### config.mk
export PLATFORM = sky130hd
export DESIGN_NAME = carrier_lock_ctrl
export DESIGN_NICKNAME = d
export VERILOG_FILES = /design/src/rtl/msk_rx_pkg.sv /design/src/rtl/lock_metric_acc.sv /design/src/rtl/carrier_lock_ctrl.sv
export SDC_FILE = /design/constraint.sdc
export NUM_CORES = 1
export LEC_CHECK = 0
export ABC_AREA = 1
export BUFFER_PORTS_ARGS = -buffer_cell sky130_fd_sc_hd__buf_2
export CELL_PAD_IN_SITES_DETAIL_PLACEMENT = 1
export CELL_PAD_IN_SITES_GLOBAL_PLACEMENT = 2
export CORE_ASPECT_RATIO = 0.9
export CORE_UTILIZATION = 35
export DETAILED_ROUTE_END_ITERATION = 16
export PLACE_DENSITY = 0.92
export SYNTH_ARGS = -nofsm -noshare
export SYNTH_HDL_FRONTEND = slang
export SYNTH_SLANG_ARGS = --single-unit
### constraint.sdc
create_clock -name clk -period 8.1 [get_ports clk]
set_input_delay 0.405 -clock clk [delete_from_list [all_inputs] [get_ports clk]]
set_output_delay 0.405 -clock clk [all_outputs]
set_load 0.02 [all_outputs]
### src/rtl/msk_rx_pkg.sv
// Shared types and helpers for the MSK receiver carrier-recovery blocks.
package msk_rx_pkg;

    typedef enum logic [2:0] {
        IDLE    = 3'd0,
        SETTLE  = 3'd1,
        ACQUIRE = 3'd2,
        TRACK   = 3'd3,
        NARROW  = 3'd4
    } lock_state_t;

    typedef logic [1:0] gain_sel_t;

    localparam gain_sel_t GAIN_WIDE   = 2'd0;
    localparam gain_sel_t GAIN_MED    = 2'd1;
    localparam gain_sel_t GAIN_NARROW = 2'd2;

    // Bits needed to hold values 0..max_val.
    function automatic int unsigned cnt_width(input int unsigned max_val);
        return (max_val == 0) ? 1 : $clog2(max_val + 1);
    endfunction

endpackage

### src/rtl/lock_metric_acc.sv
// Windowed |phase error| accumulator: saturating abs, sample counter, registered window-done
// strobe with the completed sum.
module lock_metric_acc #(
    parameter int unsigned EW       = 24,
    parameter int unsigned WIN_LOG2 = 6
) (
    input  logic                     i_clk,
    input  logic                     i_rst,
    input  logic                     i_clr,
    input  logic                     i_err_valid,
    input  logic signed [EW-1:0]     i_phase_err,
    output logic                     o_win_done,
    output logic [EW+WIN_LOG2-1:0]   o_win_sum
);

    localparam int unsigned SW = EW + WIN_LOG2;
    localparam int unsigned CW = WIN_LOG2 + 1;
    localparam logic [CW-1:0] WinLen = CW'(1) << WIN_LOG2;
    localparam logic [EW-1:0] MostNeg = {1'b1, {(EW - 1){1'b0}}};
    localparam logic [EW-1:0] MostPos = {1'b0, {(EW - 1){1'b1}}};

    logic [SW-1:0] r_acc;
    logic [CW-1:0] r_cnt;
    logic          r_win_done;

    logic [EW-1:0] w_abs;
    logic [SW-1:0] w_acc_base;
    logic [SW-1:0] w_acc_inc;
    logic [CW-1:0] w_cnt_base;
    logic [CW-1:0] w_cnt_inc;

    always_comb begin
        if (i_phase_err == MostNeg) begin
            w_abs = MostPos;
        end else if (i_phase_err[EW-1]) begin
            w_abs = -i_phase_err;
        end else begin
            w_abs = i_phase_err;
        end
    end

    // In the win_done cycle the finished sum is consumed, so a new window starts from zero and
    // a coincident sample becomes its first entry.
    assign w_acc_base = r_win_done ? '0 : r_acc;
    assign w_cnt_base = r_win_done ? '0 : r_cnt;
    assign w_acc_inc  = w_acc_base + SW'(w_abs);
    assign w_cnt_inc  = w_cnt_base + CW'(1);

    always_ff @(posedge i_clk) begin
        if (i_rst || i_clr) begin
            r_acc      <= '0;
            r_cnt      <= '0;
            r_win_done <= 1'b0;
        end else if (i_err_valid) begin
            r_acc      <= w_acc_inc;
            r_cnt      <= w_cnt_inc;
            r_win_done <= (w_cnt_inc == WinLen);
        end else begin
            r_acc      <= w_acc_base;
            r_cnt      <= w_cnt_base;
            r_win_done <= 1'b0;
        end
    end

    assign o_win_done = r_win_done;
    assign o_win_sum  = r_acc;

endmodule

### src/rtl/carrier_lock_ctrl.sv
// Carrier-loop sequencer: gates the phase-detector strobe, schedules loop gain and reports lock.
// Define CARRIER_LOCK_STATS_EN to add the loss_cnt / win_metric debug ports.
module carrier_lock_ctrl
    import msk_rx_pkg::*;
#(
    parameter int unsigned EW          = 24,
    parameter int unsigned WIN_LOG2    = 6,
    parameter int unsigned SETTLE_SYMS = 16,
    parameter int unsigned LOCK_THR    = 2 ** 22,
    parameter int unsigned UNLOCK_THR  = 2 ** 24,
    parameter int unsigned LOCK_WINS   = 4,
    parameter int unsigned NARROW_WINS = 8,
    parameter int unsigned UNLOCK_WINS = 2
) (
    input  logic                   clk,
    input  logic                   rst,
    input  logic                   enable,
    input  logic                   sym_valid_in,
    output logic                   sym_valid_out,
    input  logic                   err_valid,
    input  logic signed [EW-1:0]   phase_err,
    output logic                   loop_rst,
    output logic [1:0]             gain_sel,
    output logic                   lock,
`ifdef CARRIER_LOCK_STATS_EN
    output logic [15:0]            loss_cnt,
    output logic [EW+WIN_LOG2-1:0] win_metric,
`endif
    output logic [2:0]             state
);

    localparam int unsigned SW = EW + WIN_LOG2;
    localparam int unsigned GoodMaxV = (LOCK_WINS > NARROW_WINS) ? LOCK_WINS : NARROW_WINS;
    localparam int unsigned SCW = cnt_width(SETTLE_SYMS);
    localparam int unsigned GCW = cnt_width(GoodMaxV);
    localparam int unsigned BCW = cnt_width(UNLOCK_WINS);
    localparam logic [GCW-1:0] GoodMax = GCW'(GoodMaxV);
    localparam logic [BCW-1:0] BadMax  = BCW'(UNLOCK_WINS);

    lock_state_t    r_state;
    logic           r_pd_en;
    logic           r_loop_rst;
    logic           r_lock;
    gain_sel_t      r_gain_sel;
    logic [SCW-1:0] r_settle_cnt;
    logic [GCW-1:0] r_good_cnt;
    logic [BCW-1:0] r_bad_cnt;

    logic           w_run;
    logic           w_win_done;
    logic [SW-1:0]  w_sum;
    logic           w_eval;
    logic           w_good;
    logic           w_bad;
    logic [GCW-1:0] w_good_next;
    logic [BCW-1:0] w_bad_next;
    logic           w_unlock;

    assign w_run = (r_state == ACQUIRE) || (r_state == TRACK) || (r_state == NARROW);

    lock_metric_acc #(
        .EW       (EW),
        .WIN_LOG2 (WIN_LOG2)
    ) u_metric (
        .i_clk       (clk),
        .i_rst       (rst),
        .i_clr       (~enable | ~w_run),
        .i_err_valid (err_valid),
        .i_phase_err (phase_err),
        .o_win_done  (w_win_done),
        .o_win_sum   (w_sum)
    );

    assign w_eval      = w_win_done & w_run & enable;
    assign w_good      = 64'(w_sum) < 64'(LOCK_THR);
    assign w_bad       = 64'(w_sum) > 64'(UNLOCK_THR);
    assign w_good_next = (r_good_cnt == GoodMax) ? r_good_cnt : r_good_cnt + GCW'(1);
    assign w_bad_next  = (r_bad_cnt == BadMax) ? r_bad_cnt : r_bad_cnt + BCW'(1);
    assign w_unlock    = w_eval && w_bad && (w_bad_next >= BadMax) &&
                         ((r_state == TRACK) || (r_state == NARROW));

    always_ff @(posedge clk) begin
        if (rst || !enable) begin
            r_state      <= IDLE;
            r_pd_en      <= 1'b0;
            r_loop_rst   <= 1'b1;
            r_lock       <= 1'b0;
            r_gain_sel   <= GAIN_WIDE;
            r_settle_cnt <= '0;
            r_good_cnt   <= '0;
            r_bad_cnt    <= '0;
        end else begin
            r_loop_rst <= 1'b0;
            case (r_state)
                IDLE: begin
                    r_state      <= SETTLE;
                    r_pd_en      <= 1'b1;
                    r_settle_cnt <= '0;
                end
                SETTLE: begin
                    if (err_valid) begin
                        if (r_settle_cnt == SCW'(SETTLE_SYMS - 1)) begin
                            r_state      <= ACQUIRE;
                            r_settle_cnt <= '0;
                            r_good_cnt   <= '0;
                            r_bad_cnt    <= '0;
                        end else begin
                            r_settle_cnt <= r_settle_cnt + SCW'(1);
                        end
                    end
                end
                ACQUIRE: begin
                    if (w_eval) begin
                        if (!w_good) begin
                            r_good_cnt <= '0;
                        end else if (w_good_next >= GCW'(LOCK_WINS)) begin
                            r_state    <= TRACK;
                            r_lock     <= 1'b1;
                            r_gain_sel <= GAIN_MED;
                            r_good_cnt <= '0;
                        end else begin
                            r_good_cnt <= w_good_next;
                        end
                    end
                end
                TRACK, NARROW: begin
                    if (w_unlock) begin
                        r_state      <= SETTLE;
                        r_lock       <= 1'b0;
                        r_gain_sel   <= GAIN_WIDE;
                        r_loop_rst   <= 1'b1;
                        r_settle_cnt <= '0;
                        r_good_cnt   <= '0;
                        r_bad_cnt    <= '0;
                    end else if (w_eval) begin
                        r_bad_cnt <= w_bad ? w_bad_next : '0;
                        // Good-window history only matters while still waiting to narrow.
                        if (r_state == TRACK) begin
                            if (!w_good) begin
                                r_good_cnt <= '0;
                            end else if (w_good_next >= GCW'(NARROW_WINS)) begin
                                r_state    <= NARROW;
                                r_gain_sel <= GAIN_NARROW;
                                r_good_cnt <= '0;
                            end else begin
                                r_good_cnt <= w_good_next;
                            end
                        end
                    end
                end
                default: begin
                    r_state <= IDLE;
                end
            endcase
        end
    end

`ifdef CARRIER_LOCK_STATS_EN
    logic [15:0]   r_loss_cnt;
    logic [SW-1:0] r_win_metric;

    always_ff @(posedge clk) begin
        if (rst) begin
            r_loss_cnt   <= '0;
            r_win_metric <= '0;
        end else begin
            if (w_unlock && (r_loss_cnt != 16'hFFFF)) begin
                r_loss_cnt <= r_loss_cnt + 16'd1;
            end
            if (w_eval) begin
                r_win_metric <= w_sum;
            end
        end
    end

    assign loss_cnt   = r_loss_cnt;
    assign win_metric = r_win_metric;
`endif

    assign sym_valid_out = sym_valid_in & r_pd_en;
    assign loop_rst      = r_loop_rst;
    assign gain_sel      = r_gain_sel;
    assign lock          = r_lock;
    assign state         = r_state;

endmodule

==> results.cfg <==
[run_status]
status = complete, no violations

[floorplan]
core_um2 = 14100
initial_core_util_pct = 36.0
die-area_um2 = 15000
die_h_um = 116
die_x_um = 129
io_pins = 37
rows = 41

[timing]
fmax_ghz = 0.277
slew_viol_final = 0
tightest_slew_ns = 0.787
tns_ns = 0
rsz0062_at_grt = no
hold_viol = 0
period_share_pct = 44.6
fin_skew_ns = 0.0107
relSlewSlack_pct = 47.5
setup_viol = 0
fin_ws_ns = 4.49
fin_crit_ns = 3.61

[synth]
yosysWarnings = 0
synth_top_family_by_area = simple AND/OR/NAND/NOR gates
syn_area_um2 = 5080
synth_compound_area_share_pct = 12.7
ys_types = 44
ys_ff_latch = 57
yosysSeqAreaShare_pct = 22.5
syn_nets = 919
synth_edf_count = 0
synth-simple-area-share_pct = 41.1
synthCells = 859
avgSynthCellArea_um2 = 5.91
synth_xor_area_share_pct = 4.48
yosys_most_used_dff = dfxtp_1
synth_fa_ha_area_share_pct = 7.79
synth.area.mux_share_pct = 0
synthArstFlopShare_pct = 0

[clock_tree]
clkTransAtPathRegs_ns = 0.05
clock_path_buffers = 2
cts_resized = 0
clk_latency_ns = 0.34
cts_hold_buf = 0
clock-sinks = 57
htreeDepth = 3
cts_root_buffer = clkbuf_16
cts_setup_buffers = 0
cts_buffers = 9
cts_tree = done

[drt]
route.detailed.drc = 0
dr.pass1.iters = 5
drt.antenna.violating_nets = 0
drt_iter0_markers = 207
drt-total-wl_um = 15100
wl_per_cell_um = 13.9
via_per_inst = 4.89
num_vias = 5316

[setup_path]
path_class = input port to flop
cp.arrival_ns = 3.84
cp-end-kind = flop
cp.required_ns = 8.33
reg2reg_slack_ns = 4.79
worstSetupStartpointType = input port
crit_fanout = 15

[job]
drv_cap = 0

[place]
port_buffers = 36
gp_congestion = 0.861
place_inst = 1072
place_ws_ns = 4.18
hpwlAfterDp_um = 11800

[pwr]
p_leak_uw = 0.00297
total_power_uw = 982
vdd_ir_drop_max_mv = 0.108
power_density_nw_per_um2 = 172

[grt]
grt_max_degree = 38
overflow = 0
grt_pass1_wl_um = 25300
grt_pass1_vias = 5281
grt_use_total_pct = 21.7
antenna_found_initial = 0

[min_path]
hp-class = input port to flop

[cells_and_area]
layout-drive-gt1-share_pct = 10.9
layout.nets = 950
areaGrowthSynthToFinish_pct = 12.4
fillers = 1960
final_cells = 1088
antenna_cells = 0
[state kept, by name, summed over array words and instances, names as in the netlist]
signal	flops
gain_sel	2
r_settle_cnt	5
lock	1
u_metric.r_cnt	7
r_pd_en	1
r_good_cnt	4
loop_rst	1
u_metric.o_win_sum	30
r_bad_cnt	2
state	3
u_metric.o_win_done	1
[synth_stat cells, types with 6 or more instances]
| master | instances | share of area (%) |
|---|---|---|
| nand2_2 | 6 | 0.74 |
| ha_1 | 30 | 7.4 |
| inv_1 | 120 | 8.9 |
| dfxtp_1 | 57 | 22 |
| nand4_1 | 11 | 1.4 |
| xor2_1 | 22 | 3.8 |
| buf_2 | 6 | 0.59 |
| clkbuf_1 | 10 | 0.74 |
| inv_2 | 10 | 0.74 |
| nor2_1 | 159 | 12 |
| nand2_1 | 183 | 14 |
| nand3_1 | 63 | 6.2 |
| nor3_1 | 18 | 1.8 |
| a21oi_1 | 56 | 5.5 |
| o21ai_0 | 42 | 4.1 |
[worst max-delay path, cell delays in order]
cell and delay [ns]:
buf_2 0.09, inv_1 0.10, ha_1 0.21, nand3_1 0.10, nor3_1 0.17, nand3_1 0.12
nor4_1 0.23, nand3_1 0.49, o21ai_0 0.23, a21o_1 0.11, ha_1 0.21, nand2_1 0.11
nor2_1 0.13, inv_1 0.05, nor2_1 0.19, nand4_1 0.22, nand3_1 0.17, nand2_1 0.08
nand2_1 0.16, nand3_1 0.09, nand2_1 0.10, nor2_1 0.04
[per-layer routing]
| layer | part of all wire [%] | track usage (%) | vias up |
|---|---|---|---|
| met5 | 0 | 0 | - |
| met4 | 1.1 | 5.65 | 0 |
| met3 | 2.5 | 3.85 | 16 |
| met2 | 44 | 35.6 | 38 |
| met1 | 53 | 29.2 | 2453 |
| li1 | - | - | 2809 |
[path summary, 6_finish.rpt]
check                            from                endpoint  cells past startpoint
hold / removal                    rst                loop_rst                      3
setup reg to reg  u_metric.o_win_done  u_metric.o_win_sum[24]                     16
hold reg to reg          r_bad_cnt[1]            r_bad_cnt[1]                      2
setup / recovery         phase_err[0]  u_metric.o_win_sum[24]                     22
[where the power goes]
group / internal (uW) / switching, uW / leakage (uW)
combinational: 100 / 215 / 0.00237
sequential: 295 / 11.5 / 0.000461
clock: 214 / 146 / 0.000135
[cell families after synthesis]
group,after synthesis
adder cells (fa/ha/maj),31
AND/OR/NAND/NOR,475
XOR/XNOR,26
AO/OA/AOI/OAI,120
buffers and inverters,150
flip-flops,57
[through the flow]
step / utilization, % / area (um^2) / hold WS (ns)
floorplan: - / 5080 / 0.428
global placement: 38.5 / 5440 / 0.453
detailed placement: 38.5 / 5440 / 0.454
CTS: 40.5 / 5710 / 0.423
global route: 40.5 / 5710 / 0.457
finish: 40.5 / 5710 / 0.429
[cell type report]
class | instances | area (um^2) | area share [%]
multi-input cells | 652 | 3360 | 58.8
clock inverters | 5 | 31.3 | 0.548
well taps | 193 | 241 | 4.23
inverters | 131 | 493 | 8.63
repair buffers | 39 | 203 | 3.55
clock buffers | 11 | 243 | 4.25
flip-flops and latches | 57 | 1140 | 20.0
[layout by cell type (no fill, tap or decap), drive strengths merged]
master	instances
nand4	11
nand2	190
ha	30
o31ai	1
or3	1
a21o	5
dfxtp	57
a31oi	3
nand3	66
nor2	165
nor3b	3
o21ai	48
nor4	6
xnor2	4
inv	130
o211ai	2
nand3b	5
a31o	1
buf	39
nor3	23
or2	5
a211oi	1
fa	1
o21a	1
a22oi	1
xor2	22
a21oi	57
clkinv	5
clkbuf	11
clkinvlp	1
Note: power is estimated with default switching activity, not from simulation.
